===== config.mk =====
export PLATFORM = sky130hd
export DESIGN_NAME = restore_state
export DESIGN_NICKNAME = d
export VERILOG_FILES = /design/src/rtl/restore_state_pkg.sv /design/src/rtl/restore_state.sv
export SDC_FILE = /design/constraint.sdc
export NUM_CORES = 1
export LEC_CHECK = 0
export ABC_AREA = 1
export BUFFER_PORTS_ARGS = -buffer_cell sky130_fd_sc_hd__buf_4
export CAP_MARGIN = 30
export CELL_PAD_IN_SITES_DETAIL_PLACEMENT = 0
export CELL_PAD_IN_SITES_GLOBAL_PLACEMENT = 2
export CORE_MARGIN = 3
export CORE_UTILIZATION = 25
export DETAILED_ROUTE_END_ITERATION = 8
export PLACE_DENSITY = 0.85
export RECOVER_POWER = 100
export SLEW_MARGIN = 25
export SYNTH_ARGS = -nofsm -noshare
export SYNTH_HDL_FRONTEND = slang
export SYNTH_SLANG_ARGS = --single-unit

===== constraint.sdc =====
create_clock -name clk -period 1.3 [get_ports clk]
set_input_delay 0.13 -clock clk [delete_from_list [all_inputs] [get_ports clk]]
set_output_delay 0.13 -clock clk [all_outputs]
set_load 0.005 [all_outputs]

===== src/rtl/restore_state_pkg.sv =====
// Shared definitions for the context restore sequencer: state encoding,
// RAM direction codes and the fixed layout of the saved state header.
package restore_state_pkg;

  // Sequencer states; each LOAD_* state spans two cycles (phase 0 / phase 1).
  typedef enum logic [2:0] {
    IDLE,
    LOAD_POINTERS,
    LOAD_PC_ALU,
    LOAD_STACK_1,
    LOAD_STACK_2,
    LOAD_STACK_3,
    DONE
  } state_t;

  // RAM direction codes, common to the save and restore blocks.
  localparam logic RAM_READ  = 1'b0;
  localparam logic RAM_WRITE = 1'b1;

  // Header word addresses.
  localparam int STATE_POINTERS_ADDR = 0;
  localparam int STATE_PC_ALU_ADDR   = 1;

  // The save side stores csp-2; restore adds it back.
  localparam int CALL_STACK_BIAS = 2;

  // Bit positions inside header word 1.
  localparam int FLAGS_LSB  = 12;
  localparam int FLAGS_BITS = 4;
  localparam int PC_LSB     = 0;
  localparam int PC_BITS    = 9;

  // Order in which the load states are walked.
  function automatic state_t load_successor(input state_t s);
    case (s)
      LOAD_POINTERS: return LOAD_PC_ALU;
      LOAD_PC_ALU:   return LOAD_STACK_1;
      LOAD_STACK_1:  return LOAD_STACK_2;
      LOAD_STACK_2:  return LOAD_STACK_3;
      LOAD_STACK_3:  return DONE;
      default:       return IDLE;
    endcase
  endfunction

endpackage


===== src/rtl/restore_state.sv =====
// Context restore sequencer: reads the saved header (pointers, PC, flags)
// and the three spilled top-of-stack words back from RAM and presents them
// as registered outputs to the core.
module restore_state
  import restore_state_pkg::*;
#(
  parameter int addrBits = 8,
  parameter int dataBits = 16
) (
  input  logic                clk,
  input  logic                reset,
  input  logic                start,
  input  logic [dataBits-1:0] dataOut,
  output logic [addrBits-1:0] address,
  output logic                rwMode,
  output logic                busy,
  output logic                finished,
  output logic [addrBits-1:0] stackPointer,
  output logic [addrBits-1:0] callStackPointer,
  output logic [8:0]          programCounter,
  output logic [3:0]          aluFlags,
  output logic [dataBits-1:0] topOfStack1,
  output logic [dataBits-1:0] topOfStack2,
  output logic [dataBits-1:0] topOfStack3
);

  state_t state;
  state_t state_next;
  logic   phase;
  logic   phase_next;

  // State and phase register.
  always_ff @(posedge clk) begin
    if (reset) begin
      state <= IDLE;
      phase <= 1'b0;
    end else begin
      state <= state_next;
      phase <= phase_next;
    end
  end

  // Next-state logic: IDLE/DONE wait for start, load states take two cycles.
  always_comb begin
    state_next = state;
    phase_next = phase;
    case (state)
      IDLE, DONE: begin
        if (start) begin
          state_next = LOAD_POINTERS;
          phase_next = 1'b0;
        end
      end
      default: begin
        if (phase) begin
          state_next = load_successor(state);
          phase_next = 1'b0;
        end else begin
          phase_next = 1'b1;
        end
      end
    endcase
  end

  // Read address from the current state and the already restored sp;
  // stack offsets wrap naturally at the address width.
  always_comb begin
    address = '0;
    case (state)
      LOAD_POINTERS: address = addrBits'(STATE_POINTERS_ADDR);
      LOAD_PC_ALU:   address = addrBits'(STATE_PC_ALU_ADDR);
      LOAD_STACK_1:  address = stackPointer;
      LOAD_STACK_2:  address = stackPointer + addrBits'(1);
      LOAD_STACK_3:  address = stackPointer + addrBits'(2);
      default:       address = '0;
    endcase
  end

  assign rwMode   = RAM_READ;
  assign busy     = (state != IDLE) && (state != DONE);
  assign finished = (state == DONE);

  // Field capture on the closing edge of phase 1; fields hold otherwise.
  always_ff @(posedge clk) begin
    if (reset) begin
      stackPointer     <= '0;
      callStackPointer <= '0;
      programCounter   <= '0;
      aluFlags         <= '0;
      topOfStack1      <= '0;
      topOfStack2      <= '0;
      topOfStack3      <= '0;
    end else if (phase) begin
      case (state)
        LOAD_POINTERS: begin
          stackPointer     <= dataOut[2*addrBits-1:addrBits];
          callStackPointer <= dataOut[addrBits-1:0] + addrBits'(CALL_STACK_BIAS);
        end
        LOAD_PC_ALU: begin
          aluFlags       <= dataOut[FLAGS_LSB +: FLAGS_BITS];
          programCounter <= dataOut[PC_LSB +: PC_BITS];
        end
        LOAD_STACK_1: topOfStack1 <= dataOut;
        LOAD_STACK_2: topOfStack2 <= dataOut;
        LOAD_STACK_3: topOfStack3 <= dataOut;
        default: ;
      endcase
    end
  end

endmodule


-- After elaboration in Yosys (flattened, before gate mapping)
Index checks and enable logic that the tools add are counted.
- flip-flop bits (word level): 81
- logic and storage cells: 39
- output and inout bits: 88
- reduce and logical (&&, ||, !) cells: 11
- mux-type cells: 8
- equal/unequal tests: 8
- add/sub/neg operators: 3
- operators with widths (operator ; count):
    8-bit one-hot mux with 4 select lines ; 1
    8-bit by 2-bit adder with 8-bit output, second input constant ; 2
    3-bit one-hot mux with 5 select lines ; 1
    2-bit AND reduction ; 6
    3-bit == test, second input constant ; 3
    3-bit 2-to-1 mux ; 3
    8-bit by 1-bit adder with 8-bit output, second input constant ; 1
    3-bit by 2-bit == test with 1-bit output, second input constant ; 2
    3-bit by 1-bit == test with 1-bit output, second input constant ; 1
    3-bit zero test ; 1
    1-bit 2-to-1 mux ; 3
    3-bit inequality test, second input constant ; 1
    3-bit nonzero test ; 1
    2-bit inequality test, second input constant ; 1
    2-bit nonzero test ; 1
    2-bit OR reduction ; 1
    1-bit logical AND ; 1

-- Depth between registers and ports, before layout
Gate-level depths: netlist of the first run.
- depth after elaboration: 4
- mapped depth: 8
- depth with buffers taken out: 8

-- Worst setup path before layout of the first run
Ideal clock, no wire load.
- path type: register to output
- start point: register stackPointer[2]
- end point: output address[7]
- data required time: 1.170 ns
- buffers on the path: 0
- cell stages (with the launch flop): 6
- setup slack: -0.005 ns
- arrival: 1.175 ns
- cell sequence: dfxtp_1 ha_1 nand3_1 nor2_1 a21oi_1 o21ai_0
- word-level cells in the longest chain between the ends: 2
- elaborated cells on any way between the ends: 3
- ends and longest elaborated chain (item ; RTL line ; text):
    start, declared ; restore_state.sv:18 ; output logic [addrBits-1:0] stackPointer,
    start signal, assigned ; restore_state.sv:96 ; stackPointer <= dataOut[2*addrBits-1:addrBits];
    8-bit by 2-bit adder with 8-bit output or 8-bit by 1-bit adder with 8-bit output (tied branches) ; restore_state.sv:74, restore_state.sv:73 ;
    8-bit one-hot mux with 4 select lines (*) ; restore_state.sv:69 ; case (state)
    end, declared ; restore_state.sv:14 ; output logic [addrBits-1:0] address,
Every way passes the cells marked *; elsewhere a longest branch is shown, timed or not.

-- Worst setup path after layout of the first run
- start point: register stackPointer[1]
- end point: output address[4]
The elaborated chain is that of the path after synthesis.

==> results of run 1 <==
metrics by stage:
stage	utilization [%]	total power, mW
after floorplan	-	3.91
after global placement	34.7	4.74
after detailed placement	34.7	4.77
after CTS	38.5	7.85
after global routing	40.8	8.55
final	40.8	8.11
worst paths after layout:
path	start	endpoint	slack [ns]	cells after the start
max	stackPointer[1]	address[4]	-0.35	7
min	dataOut[15]	aluFlags[3]	0.08	3
max reg2reg	state[1]	programCounter[6]	-0.14	8
min reg2reg	topOfStack2[1]	topOfStack2[1]	0.46	2
sequential cells by signal, summed over array words and instances (netlist names):
signal and count:
programCounter 9, topOfStack1 16, topOfStack2 16, callStackPointer 8, state 3, topOfStack3 16, aluFlags 4, phase 1
stackPointer 8
repair_timing:
item | 4_1_cts | 5_1_grt
endpoints found under the setup margin | 69 | 59
pin swaps | 14 | 33
resized for setup | 41 | 77
setup buffers | 6 | 8
cloned | 0 | 3
kinds of logic after synthesis:
family                   share of synthesized area [%]
flip-flops                                        45.6
buffers and inverters                             8.80
adder cells (fa/ha/maj)                           1.06
AO/OA/AOI/OAI                                     15.3
XOR/XNOR                                         0.986
other                                            0.106
AND/OR/NAND/NOR                                   28.1
synthesized netlist by cell type, drive strengths merged:
| master | n | share of area, % |
|---|---|---|
| nand2 | 88 | 10 |
| nand3 | 82 | 12 |
| dfxtp | 81 | 46 |
| a21oi | 67 | 9.4 |
| nor2 | 42 | 5.0 |
| o21ai | 34 | 4.8 |
| inv | 28 | 3.2 |
| buf | 17 | 4.2 |
| clkbuf | 13 | 1.4 |
| o211ai | 5 | 1.1 |
| ha | 3 | 1.1 |
| xor2 | 3 | 0.74 |
| conb | 1 | 0.11 |
| nor3 | 1 | 0.46 |
| or2 | 1 | 0.18 |
| xnor2 | 1 | 0.25 |
report_power, final:
part           switching, mW  internal [mW]
Clock                   1.02           1.88
Sequential             0.255           2.70
Combinational           1.26           1.00
worst max-delay path, cell delays in order, from the launching register on:
cell      delay, ns
dfxtp_2        0.36
buf_6          0.12
ha_4           0.13
nand3_2        0.11
xor2_1         0.16
nand2_1        0.07
o211ai_1       0.08
buf_4          0.15
layer usage:
| layer | up-vias | share of wire (%) | routed length, um |
|---|---|---|---|
| li1 | 1847 | - | - |
| met5 | - | 0 | 0 |
| met4 | 0 | 0.97 | 119 |
| met2 | 122 | 47 | 5810 |
| met1 | 1780 | 45 | 5530 |
| met3 | 10 | 6.4 | 790 |
final cells by class:
class                      count  area, um^2  area share [%]
timing repair buffer         156        1300            23.6
multi-input combinational    328        1880            34.1
timing repair inverter         1        6.26           0.113
tap                          176         220            3.98
sequential                    81        1640            29.7
clock inverter                 5         104            1.88
clock buffer                  11         233            4.21
inverter                      28         138            2.49
==> summary.txt, run 1 <==
Final layout
  • Area grow syn2layout: 55.6%
  • Fillers: between 1000 and 1500
  • Post-route insts no fill: around 790
  • # diodes: 0
  • Most frequent cells in the layout: nand2_1 (77), dfxtp_1 (72), nand3_1 (69)
  • Share of cells above drive strength 1: between 30% and 40%
  • Final non-filler cell area: 0.00553 mm^2
  • Commonest non-fill, non-tap cell in the layout: nand2_1
  • Fin nets: 627

Clocking
  • Root Driver: clkbuf_16
  • Clock transition at the registers of the reported paths: 0.06 ns
  • CTS tree: built
  • TritonCTS Sinks: 81
  • Clock Path Buffers: 2
  • Num CTS Buffers: 9
  • Clk_lat worst skew: 0.34 ns
  • CTS Hold Buffers Added: 0
  • H-tree level count: 3

Logic synthesis
  • Synthesized area per cell: 7.61 um^2
  • Synth Register Bits: 81
  • Area of the mapped netlist: about 0.0036 mm^2
  • Mapped Cells: 467
  • Yosys Warn Count: 0
  • Netlist cell types: 32
  • Syn Nets: 489
  • Seq/Total Area, Yosys: ~46%

Global routing
  • Largest net degree at the start of global routing: 53
  • GRT overflow: 0
  • M1 GR Usage: 19.9%
  • GR Layer Usage met3: 4.90%
  • M2 GR Usage: 24.6%
  • First-pass GRT wire length: around 19 mm
  • Total GRT Usage: 15.2%
  • Initial antenna violation count: 0
  • Busiest layer in global routing: met2
  • Vias in the first global route: between 3000 and 4000

Timing
  • FMAX: 608 MHz
  • Clk_skew: ~0.0054 ns
  • Max Slew Vio Count: 0
  • Crit share post-route: 127%
  • Unrepaired setup endpoints after global routing: yes
  • Setup TNS: -3.85 ns
  • Fin crit period: 1.65 ns
  • Hold Fails Final Rpt: 0
  • Final worst setup slack: -0.346 ns
  • Worst hold margin: 0.0847 ns
  • Setup Viol. Count Final: 29

Placed design
  • Worst slack, placed: -0.136 ns
  • Routability cong.: 0.776
  • Hpwl dp: 8.50 mm
  • Placed inst area: around 0.0047 mm^2
  • IO buf count: 105
  • Placed Cells: around 750

Floorplan
  • Die Span Y: roughly 130 um
  • Die W: 125 um
  • Initial Util: a little over a quarter
  • Die Area: 0.0157 mm^2
  • Placeable Area: 0.0136 mm^2
  • IO Count: 107
  • # rows: 42

Routing
  • Vias per cell: ~4.8
  • Vias post-DR: 3759
  • Antenna Nets Post-Route: 0
  • Drc violations: 0
  • Post-Route WL: 12.3 mm
  • Drt wl/cell: between 15 and 20 um
  • Starting DRT DRC Count: 232
  • First-pass detailed-route iteration total: 4

Critical path
  • CP Max Fanout: 4
  • Critical path endpoint category: primary output
  • CP Data Arrival Time: 1.52 ns
  • Critical path class: reg -> out
  • Crit start category: flip-flop
  • Worst endpoint required time: 1.17 ns

Power
  • Leakage: 2.20 nW
  • Peak VDD IR: 0.000688 V
  • PD cells: ~1500 mW/mm^2

Worst hold path
  • Hold Path Class: in -> reg

Status
  • Outcome: complete, but fails checks
  • Failing checks: negative setup slack

Job
  • Max_cap viols: 0
No activity file was read; power rests on OpenSTA's default activity.
==> run 2, diff against run 1 <==
SETUP_SLACK_MARGIN = 0.02   (was unset)
==> run 2 against run 1 <==
Net effect: hold slack gained 0.012 ns; clock skew barely moved; largest cell class unchanged; the flow still finishes with violations (negative setup slack); power down 0.20%; routed wire length is 4.1% higher; core utilization is 2.0 points higher; combinational power grew 16%; sequential share of layout area fell by 1.3 points; highest routed layer unchanged.
==> summary.txt, run 2 (synthesized netlist as in run 1, its figures left out) <==
Placed design
  • Worst slack, placed: -0.103 ns (was -0.136 ns)
  • Routability cong.: 0.808 (was 0.776)
  • Placed inst area: 0.00476 mm^2 (was 0.00470 mm^2)
  • Hpwl dp: 8.46 mm (was 8.50 mm)
  • Placed Cells: 757 (was 753)
  • IO buf count: 105 (unchanged)

Routing
  • WL met2: 6.28 mm (was 5.81 mm)
  • First-pass detailed-route iteration total: 4 (unchanged)
  • Met3 WL: 717 um (was 790 um)
  • M1 WL: 5.62 mm (was 5.53 mm)
  • Starting DRT DRC Count: 254 (was 232)
  • Post-Route WL: 12.8 mm (was 12.3 mm)
  • Vias per cell: 4.71 (was 4.78)
  • Drt wl/cell: 16.1 um (was 15.6 um)
  • Drc violations: 0 (unchanged)
  • Vias post-DR: 3738 (was 3759)
  • Top sig layer: met4 (unchanged)
  • Antenna Nets Post-Route: 0 (unchanged)

Power
  • Peak VDD IR: 0.000993 V (was 0.000688 V)
  • Leakage: 2.26 nW (was 2.20 nW)
  • PD cells: 1400 mW/mm^2 (was 1470 mW/mm^2)

Clocking
  • Clk_lat worst skew: 0.34 ns (about the same)
  • Root Driver: clkbuf_16 (unchanged)
  • Clock Path Buffers: 2 (unchanged)
  • CTS tree: built (unchanged)
  • TritonCTS Sinks: 81 (unchanged)
  • CTS Hold Buffers Added: 0 (unchanged)
  • Clock transition at the registers of the reported paths: 0.06 ns (about the same)
  • H-tree level count: 3 (unchanged)
  • Num CTS Buffers: 9 (unchanged)

Critical path
  • Max stage delay on crit path: 0.34 ns (was 0.36 ns)
  • Slowest CP cell: dfxtp_2 (unchanged)
  • R2R Setup Slk: -0.13 ns (was -0.14 ns)
  • CP Max Fanout: 3 (was 4)
  • Reg-to-Reg Start: state[1] (unchanged)
  • Crit start category: flip-flop (unchanged)
  • Critical path endpoint category: primary output (unchanged)
  • Worst endpoint required time: 1.17 ns (about the same)
  • R2r endpoint: programCounter[7] (was programCounter[6])
  • Reg2reg path depth: 9 (was 8)
  • Critical path class: reg -> out (unchanged)
  • Crit-path cells: buf_6, ha_4, or2_4, nand3_2, o211ai_1, buf_4 (was buf_6, ha_4, nand3_2, xor2_1, nand2_1, o211ai_1, buf_4)
  • CP Data Arrival Time: 1.52 ns (about the same)

Global routing
  • GRT overflow: 0 (unchanged)
  • Initial antenna violation count: 0 (unchanged)
  • Largest net degree at the start of global routing: 53 (unchanged)
  • First-pass GRT wire length: 19.7 mm (was 19.1 mm)
  • Vias in the first global route: 3748 (was 3589)
  • Total GRT Usage: 15.6% (was 15.2%)

Floorplan
  • # rows: 42 (unchanged)
  • IO Count: 107 (unchanged)
  • Die W: 125 um (unchanged)
  • Die Area: 0.0157 mm^2 (unchanged)
  • Initial Util: 26.2% (unchanged)
  • Placeable Area: 0.0136 mm^2 (unchanged)
  • Die Span Y: 125 um (unchanged)

Timing
  • Clk_skew: 0.00581 ns (was 0.00542 ns)
  • Final worst setup slack: -0.348 ns (was -0.346 ns)
  • Max Slew Vio Count: 0 (unchanged)
  • Setup TNS: -4.13 ns (was -3.85 ns)
  • Unrepaired setup endpoints after global routing: yes (unchanged)
  • Setup Viol. Count Final: 30 (was 29)
  • FMAX: 607 MHz (was 608 MHz)
  • Fin crit period: 1.65 ns (about the same)
  • Crit share post-route: 127% (about the same)
  • Hold Fails Final Rpt: 0 (unchanged)

Final layout
  • Fin nets: 634 (was 627)
  • Finished Core Util: 42.8% (was 40.8%)
  • Final non-filler cell area: 0.00580 mm^2 (was 0.00553 mm^2)
  • Area grow syn2layout: 63.2% (was 55.6%)
  • Post-route insts no fill: 793 (was 786)
  • Share of cells above drive strength 1: 46.0% (was 39.0%)
  • # diodes: 0 (unchanged)
  • Top Registers: topOfStack1 (16), topOfStack2 (16), topOfStack3 (16) (unchanged)
  • Most frequent cells in the layout: dfxtp_1 (72), nand2_1 (70), clkbuf_4 (61) (was nand2_1 (77), dfxtp_1 (72), nand3_1 (69))
  • Commonest non-fill, non-tap cell in the layout: dfxtp_1 (was nand2_1)

Worst hold path
  • Hold Path Class: in -> reg (unchanged)
  • Hold Crit Depth: 3 (unchanged)
  • Hold EP: topOfStack3[7] (was aluFlags[3])
  • Hold_sp: dataOut[7] (was dataOut[15])

Status
  • Failing checks: negative setup slack (unchanged)
  • Outcome: complete, but fails checks (unchanged)

Job
  • Max_cap viols: 0 (unchanged)
==> run 2: cell types whose count changed in the layout (fill, tap and decap cells not counted), moves of 6 or more <==
cell     previous run  this run
nand2_2             4        10
nand2_1            77        70
o21ai_0            16         6
o21ai_2             9        18
nand3_2             9        21
nand3_1            69        53
==> run 2: cell type report <==
class                           count  area [um^2]
Tap cell                          176          220
Timing Repair Buffer              163         1440
Multi-Input combinational cell    329         2070
Fill cell                        1391         7760
Inverter                           28          138
Clock inverter                      5         56.3
Sequential cell                    81         1640
Clock buffer                       11          233
==> run 2: routing by layer <==
metal  track usage [%]  vias to the layer above
met4              2.68                        0
li1                  -                     1862
met3              5.29                       12
met1              19.7                     1769
met2              26.5                       95
met5                 0                        -
==> run 2: worst max path at each step <==
| stage | from | to | cells after the start |
|---|---|---|---|
| 2_1_floorplan | stackPointer[2] | address[7] | 5 |
| 3_3_place_gp | state[0] | address[2] | 6 |
| 3_5_place_dp | state[0] | topOfStack2[8] | 6 |
| 4_1_cts | stackPointer[1] | address[2] | 6 |
| 5_1_grt | stackPointer[1] | address[4] | 7 |
| 6_report | stackPointer[1] | address[2] | 6 |
==> run 2: worst max-delay path: cells and delay by family, from the launching register on <==
| family | cells | cell delay (ns) |
|---|---|---|
| compound gates | 1 | 0.09 |
| buf+inv | 2 | 0.27 |
| flops | 1 | 0.34 |
| simple gates | 2 | 0.31 |
| fa+ha+maj | 1 | 0.17 |
==> run 2: metrics by stage <==
stage,hold slack (ns),power (mW)
after detailed placement,0.436,4.87
after global placement,0.429,4.85
after global routing,0.0886,8.53
after CTS,0.0656,7.82
final,0.0963,8.09
after floorplan,0.220,3.91
==> run 2: what timing repair did <==
action / 4_1_cts / 5_1_grt
pin swaps: 33 / 37
resized for setup: 100 / 82
gates cloned: 2 / 2
hold endpoints to repair: 0 / 0
setup buffers: 13 / 8
setup endpoints to repair: 79 / 61
==> run 2: power breakdown <==
group	internal [mW]	total, mW	leakage (nW)	switching, mW
combinational	1.16	2.62	1.46	1.46
sequential	2.71	2.97	0.659	0.259
clock	1.49	2.50	0.139	1.02
total	5.35	8.09	2.26	2.74
==> run 3, diff against run 2 <==
CORE_UTILIZATION = 28   (was 25)
PLACE_DENSITY = 0.9   (was 0.85)
clock period = 1.88 ns   (was 1.3 ns; I/O delays follow)
==> run 3 against run 2 <==
Net effect: the flow now finishes without violations; core utilization decreased by 4.4 points; non-clock buffer count decreased by 47; first-iteration DRC count increased by 2.0%; hold slack improved by 0.027 ns; sequential share of layout area increased by 6.5 points; final cell count decreased by 7.1%; die area decreased by 10%; clock skew increased by 0.0019 ns; sequential cell count unchanged; worst setup slack improved by 0.47 ns; cell area decreased by 19%; critical endpoint is now address[1]; largest cell class is now registers; highest routed layer unchanged.
==> summary.txt, run 3 (synthesized netlist as in run 1, its figures left out) <==
Routing
  • Drc violations: 0 (unchanged)
  • First-pass detailed-route iteration total: 4 (unchanged)
  • Vias post-DR: 3514 (was 3738)
  • Starting DRT DRC Count: 259 (was 254)
  • Vias per cell: 4.77 (was 4.71)
  • Antenna Nets Post-Route: 0 (unchanged)
  • Drt wl/cell: 14.8 um (was 16.1 um)
  • Post-Route WL: 10.9 mm (was 12.8 mm)

Clocking
  • CTS tree: built (unchanged)
  • Clock Path Buffers: 2 (unchanged)
  • Root Driver: clkbuf_16 (unchanged)
  • Num CTS Buffers: 9 (unchanged)
  • CTS Hold Buffers Added: 0 (unchanged)
  • TritonCTS Sinks: 81 (unchanged)
  • Clk_lat worst skew: 0.33 ns (was 0.34 ns)
  • Clock transition at the registers of the reported paths: 0.06 ns (about the same)
  • H-tree level count: 3 (unchanged)

Final layout
  • Fillers: 1337 (was 1391)
  • Multi-input gate area: 0.00161 mm^2 (was 0.00207 mm^2)
  • # diodes: 0 (unchanged)
  • Final non-filler cell area: 0.00468 mm^2 (was 0.00580 mm^2)
  • Post-route insts no fill: 737 (was 793)
  • Area grow syn2layout: 31.8% (was 63.2%)
  • Register area: 0.00163 mm^2 (was 0.00164 mm^2)
  • Commonest non-fill, non-tap cell in the layout: nand2_1 (was dfxtp_1)
  • Fin nets: 586 (was 634)
  • Most frequent cells in the layout: nand2_1 (83), nand3_1 (80), dfxtp_1 (75) (was dfxtp_1 (72), nand2_1 (70), clkbuf_4 (61))
  • Share of cells above drive strength 1: 25.0% (was 46.0%)
  • Top Registers: topOfStack1 (16), topOfStack2 (16), topOfStack3 (16) (unchanged)

Global routing
  • Largest net degree at the start of global routing: 53 (unchanged)
  • Initial antenna violation count: 0 (unchanged)
  • Vias in the first global route: 3356 (was 3748)
  • First-pass GRT wire length: 17.8 mm (was 19.7 mm)
  • Total GRT Usage: 15.7% (was 15.6%)
  • GRT overflow: 0 (unchanged)

Job
  • Max_cap viols: 0 (unchanged)

Critical path
  • Critical path class: reg -> out (unchanged)
  • Reg2reg path depth: 4 (was 9)
  • CP Data Arrival Time: 1.57 ns (was 1.52 ns)
  • Worst endpoint required time: 1.69 ns (was 1.17 ns)
  • CP Max Fanout: 7 (was 3)
  • Reg-to-Reg Start: phase (was state[1])
  • Crit start category: flip-flop (unchanged)
  • R2r endpoint: topOfStack1[6] (was programCounter[7])
  • R2R Setup Slk: 0.26 ns (was -0.13 ns)
  • Critical path endpoint category: primary output (unchanged)

Timing
  • Clk_skew: 0.00774 ns (was 0.00581 ns)
  • Fin crit period: 1.75 ns
  • Setup Viol. Count Final: 0 (was 30)
  • Max-slew headroom: about three fifths
  • Unrepaired setup endpoints after global routing: yes (unchanged)
  • Setup TNS: 0 ns (was -4.13 ns)
  • Slew @ Worst Pin: around 0.59 ns
  • Crit share post-route: 93.3%
  • FMAX: 570 MHz
  • Hold Fails Final Rpt: 0 (unchanged)
  • Max Slew Vio Count: 0 (unchanged)

Floorplan
  • Die Area: 0.0141 mm^2 (was 0.0157 mm^2)
  • IO Count: 107 (unchanged)
  • Initial Util: 29.1% (was 26.2%)
  • Die W: 119 um (was 125 um)
  • Die Span Y: 119 um (was 125 um)
  • Placeable Area: 0.0122 mm^2 (was 0.0136 mm^2)
  • # rows: 40 (was 42)

Worst hold path
  • Hold Path Class: in -> reg (unchanged)
  • Hold Crit Depth: 2 (was 3)
  • Hold_sp: dataOut[1] (was dataOut[7])
  • Hold EP: callStackPointer[1] (was topOfStack3[7])

Power
  • Pwr Total: 4.75 mW (was 8.09 mW)
  • PD cells: 1010 mW/mm^2 (was 1400 mW/mm^2)
  • Leakage: 1.84 nW (was 2.26 nW)
  • Peak VDD IR: 0.000453 V (was 0.000993 V)

Placed design
  • Routability cong.: 0.798 (was 0.808)
  • Placed Cells: 719 (was 757)
  • IO buf count: 105 (unchanged)
  • Placed inst area: 0.00442 mm^2 (was 0.00476 mm^2)
  • Hpwl dp: 7.77 mm (was 8.46 mm)

Status
  • Outcome: finished clean (was complete, but fails checks)
[run 3: worst max-delay path by stage]
stage,to,start
2_1_floorplan,address[7],stackPointer[2]
3_3_place_gp,address[6],state[0]
3_5_place_dp,address[7],stackPointer[2]
4_1_cts,address[3],state[1]
5_1_grt,address[2],state[1]
6_report,address[1],state[1]
[run 3: worst max-delay path: stages, from the launching register on]
cell and delay [ns]:
dfxtp_2 0.37, inv_1 0.11, nand2_4 0.08, nor2_4 0.17, clkbuf_2 0.18, nand2_1 0.06
o211ai_1 0.11, buf_4 0.15
[run 3: metrics by stage]
step / hold slack, ns / setup WS [ns] / utilization, %
detailed placement: 0.456 / 0.259 / 36.2
global placement: 0.452 / 0.278 / 36.2
CTS: 0.110 / 0.0367 / 38.8
finish: 0.123 / 0.126 / 38.3
floorplan: 0.278 / 0.517 / -
global route: 0.119 / 0.0189 / 38.3
[run 3: final cells by class]
cell class,instances,area share (%)
clock inverter,6,1.44
timing repair buffer,116,17.4
sequential,81,34.8
clock buffer,10,4.89
tap,168,4.49
multi-input combinational,328,34.4
inverter,28,2.46
[run 3: repair_timing]
action,4_1_cts,5_1_grt
setup endpoints to repair,7,7
pin swaps,1,1
gates resized for setup,6,7
buffers inserted,2,0
[run 3: power by group]
part	internal (mW)	leakage, nW	switching, mW
clock network	1.03	0.139	0.708
registers	1.86	0.657	0.160
logic	0.344	1.05	0.647
total	3.24	1.84	1.51
[run 3: routing by layer]
layer  wire length [um]  up-vias  track usage [%]
li1                   -     1756                -
met4                115        0             4.06
met2               4870      118             24.5
met5                  0        -                0
met3                740       12             5.07
met1               5210     1628             20.9
